### config.mk
export PLATFORM = sky130hd
export DESIGN_NAME = player_input_ctrl_flat
export DESIGN_NICKNAME = d
export VERILOG_FILES = /design/src/rtl/player_input_ctrl_pkg.sv /design/src/rtl/player_input_ctrl_if.sv /design/src/rtl/player_input_ctrl_key_debounce.sv /design/src/rtl/player_input_ctrl.sv /design/src/flat_wrapper.sv
export SDC_FILE = /design/constraint.sdc
export NUM_CORES = 1
export LEC_CHECK = 0
export BUFFER_PORTS_ARGS = -buffer_cell sky130_fd_sc_hd__buf_2
export CORE_MARGIN = 5
export CORE_UTILIZATION = 35
export DETAILED_ROUTE_END_ITERATION = 8
export GPL_TIMING_DRIVEN = 0
export PLACE_DENSITY = 0.61
export SLEW_MARGIN = 5
export SYNTH_ARGS = -nofsm -noshare
export SYNTH_HDL_FRONTEND = slang
export SYNTH_SLANG_ARGS = --single-unit
### constraint.sdc
create_clock -name clk -period 6 [get_ports clk]
set_clock_uncertainty 0.2 [all_clocks]
set_input_delay 1.2 -clock clk [delete_from_list [all_inputs] [get_ports clk]]
set_output_delay 1.2 -clock clk [all_outputs]
set_load 0.005 [all_outputs]
### src/rtl/player_input_ctrl_pkg.sv
// player_input_ctrl_pkg: arbitration states, default board timing and a width helper
package player_input_ctrl_pkg;
    typedef enum logic [1:0] {IDLE, HOLD_L, HOLD_R, WAIT_REL} state_t;
    localparam int CLK_HZ = 50_000_000;
    localparam int DEF_DEBOUNCE_CYCLES = 1_000_000;
    localparam int DEF_REPEAT_DELAY = 25_000_000;
    localparam int DEF_REPEAT_RATE = 7_500_000;
    function automatic int imax(input int a, input int b);
        return a > b ? a : b;
    endfunction
endpackage

### src/rtl/player_input_ctrl_if.sv
// player_input_ctrl_if: raw buttons and enable in, move pulses and debounced levels out
interface player_input_ctrl_if;
    logic key_left_raw;
    logic key_right_raw;
    logic enable;
    logic left;
    logic right;
    logic left_held;
    logic right_held;
    modport master(
        input  key_left_raw, key_right_raw, enable,
        output left, right, left_held, right_held
    );
    modport slave(
        output key_left_raw, key_right_raw, enable,
        input  left, right, left_held, right_held
    );
endinterface

### src/rtl/player_input_ctrl_key_debounce.sv
// player_input_ctrl_key_debounce: 2-FF synchroniser plus persistence counter on a pressed=1 level
module player_input_ctrl_key_debounce #(
    parameter int DEBOUNCE_CYCLES = 1_000_000
) (
    input  logic clk,
    input  logic resetn,
    input  logic key,
    output logic db
);
    localparam int CW = DEBOUNCE_CYCLES > 1 ? $clog2(DEBOUNCE_CYCLES) : 1;
    logic s1, s2;
    logic [CW-1:0] cnt;
    always_ff @(posedge clk or negedge resetn) begin
        if (!resetn) begin
            s1  <= 1'b0;
            s2  <= 1'b0;
            db  <= 1'b0;
            cnt <= '0;
        end else begin
            s1 <= key;
            s2 <= s1;
            if (s2 == db) begin
                cnt <= '0;
            end else if (cnt == CW'(DEBOUNCE_CYCLES - 1)) begin
                db  <= s2;
                cnt <= '0;
            end else begin
                cnt <= cnt + 1'b1;
            end
        end
    end
endmodule

### src/rtl/player_input_ctrl.sv
// player_input_ctrl: turns two raw push-buttons into exclusive one-cycle left/right move pulses
// with hold auto-repeat; conflicting or enable-gated presses wait for a full release.
module player_input_ctrl
    import player_input_ctrl_pkg::*;
#(
    parameter int DEBOUNCE_CYCLES = DEF_DEBOUNCE_CYCLES,
    parameter int REPEAT_DELAY    = DEF_REPEAT_DELAY,
    parameter int REPEAT_RATE     = DEF_REPEAT_RATE,
    parameter bit KEY_ACTIVE_LOW  = 1'b1
) (
    input logic clk,
    input logic resetn,
    player_input_ctrl_if.master bus
);
    localparam int TW = $clog2(imax(REPEAT_DELAY, REPEAT_RATE));
    state_t state;
    logic [TW-1:0] timer;
    logic db_l, db_r, left_q, right_q, own, other;
    player_input_ctrl_key_debounce #(.DEBOUNCE_CYCLES(DEBOUNCE_CYCLES)) u_db_l (
        .clk(clk), .resetn(resetn), .key(bus.key_left_raw ^ KEY_ACTIVE_LOW), .db(db_l)
    );
    player_input_ctrl_key_debounce #(.DEBOUNCE_CYCLES(DEBOUNCE_CYCLES)) u_db_r (
        .clk(clk), .resetn(resetn), .key(bus.key_right_raw ^ KEY_ACTIVE_LOW), .db(db_r)
    );
    // own/other let HOLD_L and HOLD_R share one branch
    always_comb begin
        own   = state == HOLD_L ? db_l : db_r;
        other = state == HOLD_L ? db_r : db_l;
    end
    always_ff @(posedge clk or negedge resetn) begin
        if (!resetn) begin
            state   <= IDLE;
            timer   <= '0;
            left_q  <= 1'b0;
            right_q <= 1'b0;
        end else begin
            left_q  <= 1'b0;
            right_q <= 1'b0;
            if (!bus.enable) begin
                state <= WAIT_REL;
                timer <= '0;
            end else begin
                case (state)
                    IDLE: begin
                        if (db_l && db_r) begin
                            state <= WAIT_REL;
                        end else if (db_l || db_r) begin
                            left_q  <= db_l;
                            right_q <= db_r;
                            timer   <= TW'(REPEAT_DELAY - 1);
                            state   <= db_l ? HOLD_L : HOLD_R;
                        end
                    end
                    HOLD_L, HOLD_R: begin
                        if (!own || other) begin
                            state <= !own ? IDLE : WAIT_REL;
                            timer <= '0;
                        end else if (timer == '0) begin
                            left_q  <= state == HOLD_L;
                            right_q <= state == HOLD_R;
                            timer   <= TW'(REPEAT_RATE - 1);
                        end else begin
                            timer <= timer - 1'b1;
                        end
                    end
                    WAIT_REL: state <= (!db_l && !db_r) ? IDLE : WAIT_REL;
                    default:  state <= IDLE;
                endcase
            end
        end
    end
    assign bus.left       = left_q;
    assign bus.right      = right_q;
    assign bus.left_held  = db_l;
    assign bus.right_held = db_r;
endmodule

### src/flat_wrapper.sv
// flat-port wrapper written by rule: the top's interface ports become plain ports
module player_input_ctrl_flat import player_input_ctrl_pkg::*;
#(
    parameter int DEBOUNCE_CYCLES = DEF_DEBOUNCE_CYCLES,
    parameter int REPEAT_DELAY    = DEF_REPEAT_DELAY,
    parameter int REPEAT_RATE     = DEF_REPEAT_RATE,
    parameter bit KEY_ACTIVE_LOW  = 1'b1
)
  (clk, resetn, bus_key_left_raw, bus_key_right_raw, bus_enable, bus_left, bus_right, bus_left_held, bus_right_held);
  player_input_ctrl_if bus_i ();
  input logic clk;
  input logic resetn;
  input wire logic [$bits(bus_i.key_left_raw)-1:0] bus_key_left_raw;
  input wire logic [$bits(bus_i.key_right_raw)-1:0] bus_key_right_raw;
  input wire logic [$bits(bus_i.enable)-1:0] bus_enable;
  output wire logic [$bits(bus_i.left)-1:0] bus_left;
  output wire logic [$bits(bus_i.right)-1:0] bus_right;
  output wire logic [$bits(bus_i.left_held)-1:0] bus_left_held;
  output wire logic [$bits(bus_i.right_held)-1:0] bus_right_held;
  assign bus_i.key_left_raw = bus_key_left_raw;
  assign bus_i.key_right_raw = bus_key_right_raw;
  assign bus_i.enable = bus_enable;
  assign bus_left = bus_i.left;
  assign bus_right = bus_i.right;
  assign bus_left_held = bus_i.left_held;
  assign bus_right_held = bus_i.right_held;
  player_input_ctrl #(.DEBOUNCE_CYCLES(DEBOUNCE_CYCLES), .REPEAT_DELAY(REPEAT_DELAY), .REPEAT_RATE(REPEAT_RATE), .KEY_ACTIVE_LOW(KEY_ACTIVE_LOW)) u_core (.clk(clk), .resetn(resetn), .bus(bus_i));
endmodule
# After elaboration in Yosys (flattened, before gate mapping)
# Cells that the tools add are included.
# word_totals
wordCells	77
regBits	75
output_inout_bits	4
# op_classes
n_mux	32
reduce_logical	14
eq_ne	12
bitwise	4
add_sub_neg	3
# op_table
operator	n
two-way mux 25 bit	5
two-way mux 20 bit	4
one-hot mux 25 bit (2 select lines)	1
adder 20 x 1 -> 20 bit (second input constant)	2
equality test 20 bit (second input constant)	2
zero test 25 bit	1
subtractor 25 x 1 -> 25 bit (second input constant)	1
two-way mux 2 bit	7
two-way mux 1 bit	12
!= test 3 x 2 -> 1 bit (second input constant)	2
one-hot mux 2 bit (3 select lines)	1
AND reduction 2 bit	3
equality test 2 bit (second input constant)	2
!= test 4 x 2 -> 1 bit (second input constant)	1
NOT 1 bit	4
one-hot mux 1 bit (2 select lines)	2
zero test 1 bit	3
!= test 3 x 1 -> 1 bit (second input constant)	1
!= test 3 bit (second input constant)	1
AND reduction 3 bit	1
equality test 1 bit	2
equality test 2 x 1 -> 1 bit (second input constant)	1
logical AND 1 bit	2
zero test 2 bit	1
other kinds (2)	3

# Longest topological paths before layout
# depth
word_depth	7
ltp_mapped	9

# Hierarchy
# A second synthesis with hierarchy kept.
# unflattened
hier_cells	430
area_unflattened_um2	4122.7
# by_module_without_submodules
mod	area_per_inst_um2	cells_each	instances
player_input_ctrl_key_debounce	1114.8	108	2
player_input_ctrl	1893.1	214	1

# Least setup slack after synthesis
# No wires, ideal clock.
# synth_path
path_type	input -> register
startpoint	input bus_enable
endpoint	register u_core.timer[13]
path_buffers	1
arrival_ns	2.098
required_time_ns	5.676
slack_ns	3.578
cell_stages	5
cell_sequence	o21ai_0 -> a21o_1 -> clkbuf_1 -> a21oi_1 -> a211o_1
# synth_between
elab_chain_cells	2
# synth_rtl
element	line_no	text
from (decl)	flat_wrapper.sv:15	input wire logic [$bits(bus_i.enable)-1:0] bus_enable;
!= test 3 bit (no line) (tied with other cells)	-	
AND reduction 3 bit (no line)	-	
to (signal assigned)	player_input_ctrl.sv:50	timer <= TW'(REPEAT_DELAY - 1);
to (signal assigned)	player_input_ctrl.sv:61	timer <= TW'(REPEAT_RATE - 1);
to (signal assigned)	player_input_ctrl.sv:63	timer <= timer - 1'b1;
to (decl)	player_input_ctrl.sv:17	logic [TW-1:0] timer;
# Several ways; a longest one is shown, not always the timed one.
# A chain may end at the register's enable or synchronous reset.

# Worst setup path in the final report
# layout_path
startpoint	register u_core.state[1]
endpoint	register u_core.timer[6]
# layout_between
elab_chain_cells	7
# layout_rtl
element	line_no	text
from (decl)	player_input_ctrl.sv:16	state_t state;
from (signal assigned)	player_input_ctrl.sv:51	state <= db_l ? HOLD_L : HOLD_R;
from (signal assigned)	player_input_ctrl.sv:56	state <= !own ? IDLE : WAIT_REL;
from (signal assigned)	player_input_ctrl.sv:66	WAIT_REL: state <= (!db_l && !db_r) ? IDLE : WAIT_REL;
equality test 2 x 1 -> 1 bit	player_input_ctrl.sv:27, player_input_ctrl.sv:28, player_input_ctrl.sv:43	
two-way mux 1 bit	player_input_ctrl.sv:27	own = state == HOLD_L ? db_l : db_r;
zero test 1 bit	player_input_ctrl.sv:55	if (!own || other) begin
logical OR 1 bit	player_input_ctrl.sv:55	
two-way mux 25 bit	player_input_ctrl.sv:55	
one-hot mux 25 bit (2 select lines)	player_input_ctrl.sv:43	case (state)
two-way mux 25 bit	player_input_ctrl.sv:39	if (!bus.enable) begin
# Several ways; a longest one is shown, not always the timed one.

==> impl_metrics.ini <==
[placed_design]
port_buffers = 8
place_congestion = 0.849
hpwl_um = 5690

[timing]
setup_viol = 0
slew_headroom = 0.486
hold_violations = 0
slew_viol_final = 0
fin_crit_sh = 0.434
worst_pin_slew_ns = 0.765
rsz0062_at_grt = false
max_freq_mhz = 384
finalSetupTns_ns = 0
hold_ws_ns = 0.148
min_period_ns = 2.60

[synthesis]
synth-compound-area-share = 0.125
synth_edf_count = 0
synthArstFlopShare = 1.00
synthXorXnorAreaFrac = 0.0901
syn_area_sq_mm = 0.00399
synth_common_cells = 75 x dfrtp_1, 60 x nor2_1, 26 x nand2_1
synthAdderAreaFrac = 0.0220
yosys.area_share.simple = 0.246
syn_inst = 416
yosys-top-cells-area = dfrtp_1 47%, nor2_1 5.7%, xor2_1 5.5%, xnor2_1 3.5%, nand3_1 2.6%
yosys.area.top_type_share = 0.471
ys_seq_elements = 75
synth_area_leader_cell = dfrtp_1
synth_top_family_by_area = simple AND/OR/NAND/NOR gates
yosysSeqAreaShare = 0.471
synth_area_per_cell_sq_um = 9.58
ys.flop_type = dfrtp_1
synth_cell_types = 58
synth_nets = 428
ys.warnings.count = 0
synth_mux_area_frac = 0.0157
synth.most_common_cell = dfrtp_1

[route]
vias = 3058
ant_nets = 0
routed_wl_um = 8300
via_per_inst = 5.24
drt_first_iter_violations = 275
drc = 0
wl_per_cell_um = 14.2
dr.pass1.iters = 4

[die]
die_w_um = 117
ios = 9
dieArea_sq_mm = 0.0136
die_h_um = 117
start_util = 0.354
rows = 39
core_sq_mm = 0.0113

[layout]
num-fill-cells = 1075
multi_input_area_sq_mm = 0.00199
synthToLayoutAreaGrowth_pct = 12.7
drive_above_1_share = 0.0975
layout.nets = 448
regArea_sq_mm = 0.00188
antenna_cells = 0

[grt]
grt_pass1_wl_um = 14500
grt_pass1_vias = 3030
gr-max-usage-layer = met2
grt_overflow = 0
use_met1 = 0.179
met2_usage = 0.204
antenna_found_initial = 0
grt_max_degree = 63
grtUsageTotal = 0.132
use_met3 = 0.0332

[hold_path]
hp-class = reg -> reg
hold_path_depth = 0

[power_and_ir_drop]
leakage_uw = 0.00206
ir_drop_uv = 129
powerDensity_mw_per_mm2 = 234

[setup_path]
crit_type = reg -> reg
crit_required_ns = 6.03
reg2reg_depth = 9
cp_max_fo = 10
critPathLaunchType = flop
end_kind = flop
arrival_ns = 2.64

[run]
cap_viol_max_count = 0

[cts]
post_cts_resize_count = 0
htreeDepth = 3
cts-root-buf = clkbuf_16
cts_tree = done
cts_hold_buf = 0
cts_setup_buffers = 0
clk_latency_ns = 0.33
cts_buffers = 9
clk_path_buf_depth = 2
cts.sinks = 75
clkTransAtPathRegs_ns = 0.06

[status]
status = complete, no violations
==> state kept, by name, summed over array words and instances (netlist names) <==
register	flops
u_core.bus.left	1
u_core.u_db_r.cnt	20
u_core.state	2
u_core.u_db_l.s2	1
u_core.u_db_l.cnt	20
u_core.bus.right	1
u_core.u_db_l.s1	1
u_core.timer	25
u_core.u_db_r.s2	1
u_core.u_db_r.db	1
u_core.u_db_r.s1	1
u_core.u_db_l.db	1
==> through the flow <==
step,cell area [sq um],setup WS (ns),utilization,power [uW],cells
after floorplan,3990,3.58,-,560,416
after global placement,4200,3.01,0.373,583,567
after detailed placement,4230,3.15,0.376,586,568
after CTS,4490,3.40,0.398,1070,584
after global routing,4490,3.09,0.398,1100,584
final,4490,3.40,0.398,1050,584
==> routing by layer <==
metal / wire length, um / part of all wire / vias to the layer above
li1: - / - / 1523
met1: 4100 / 0.49 / 1465
met2: 3790 / 0.46 / 63
met3: 335 / 0.040 / 7
met4: 75 / 0.0090 / 0
met5: 0 / 0 / -
==> worst paths after layout <==
kind	start	end	slack (ns)
setup / recovery	u_core.state[1]$_DFFE_PN0P_	u_core.timer[6]$_DFFE_PN0P_	3.40
max in group asynchronous	resetn	u_core.u_db_r.cnt[1]$_DFF_PN0_	4.52
min in group asynchronous	resetn	u_core.timer[17]$_DFFE_PN0P_	0.53
hold / removal	u_core.u_db_l.s1$_DFF_PN0_	u_core.u_db_l.s2$_DFF_PN0_	0.15
setup reg to reg	u_core.state[1]$_DFFE_PN0P_	u_core.timer[6]$_DFFE_PN0P_	3.40
hold reg to reg	u_core.u_db_l.s1$_DFF_PN0_	u_core.u_db_l.s2$_DFF_PN0_	0.15
==> placed cells by master, fill, tap and decap left out, types with 3 or more instances in the layout <==
master     count
dfrtp_1       75
nor2_1        60
nand2_1       26
xor2_1        25
nand3_1       21
a21oi_1       19
o21ai_0       18
inv_1         16
xnor2_1       16
nor3_1        14
nand4_1       11
clkbuf_1      11
nor4_1         9
buf_2          9
clkbuf_16      9
ha_1           7
and3_1         6
a211o_1        6
a31oi_1        5
o21ai_1        5
nand3b_1       4
buf_4          4
and4_1         4
mux2i_1        4
a21o_1         4
nand2b_1       3
or4_1          3
clkinv_2       3
==> worst max-delay path: stages, from the launching register on <==
cell and delay, ns:
dfrtp_1 0.40, inv_1 0.11, ha_1 0.15, clkbuf_1 0.34, mux2i_1 0.27, and2_1 0.15
clkbuf_1 0.32, buf_2 0.33, o21ai_0 0.15, o31ai_1 0.09
==> power by group <==
group | switching (uW) | internal [uW] | leakage [uW]
registers | 5.18 | 512 | 0.00103
logic | 41.7 | 18.0 | 0.000908
clock network | 196 | 278 | 0.000127
==> cells by family (layout without fill, tap and decap cells) <==
family	after synthesis	after routing
buf+inv	28	53
fa+ha+maj	7	7
xor+xnor	41	41
mux	6	6
simple gates	183	183
compound gates	76	76
flops	75	75
==> layout make-up <==
class / instances / area share
multi-input combinational: 313 / 0.443
buffer: 12 / 0.0131
clock inverter: 3 / 0.00334
timing repair buffer: 9 / 0.0156
inverter: 16 / 0.0134
clock buffer: 13 / 0.0535
tap: 143 / 0.0399
sequential: 75 / 0.418
Note: power is estimated with default switching activity, not from simulation.
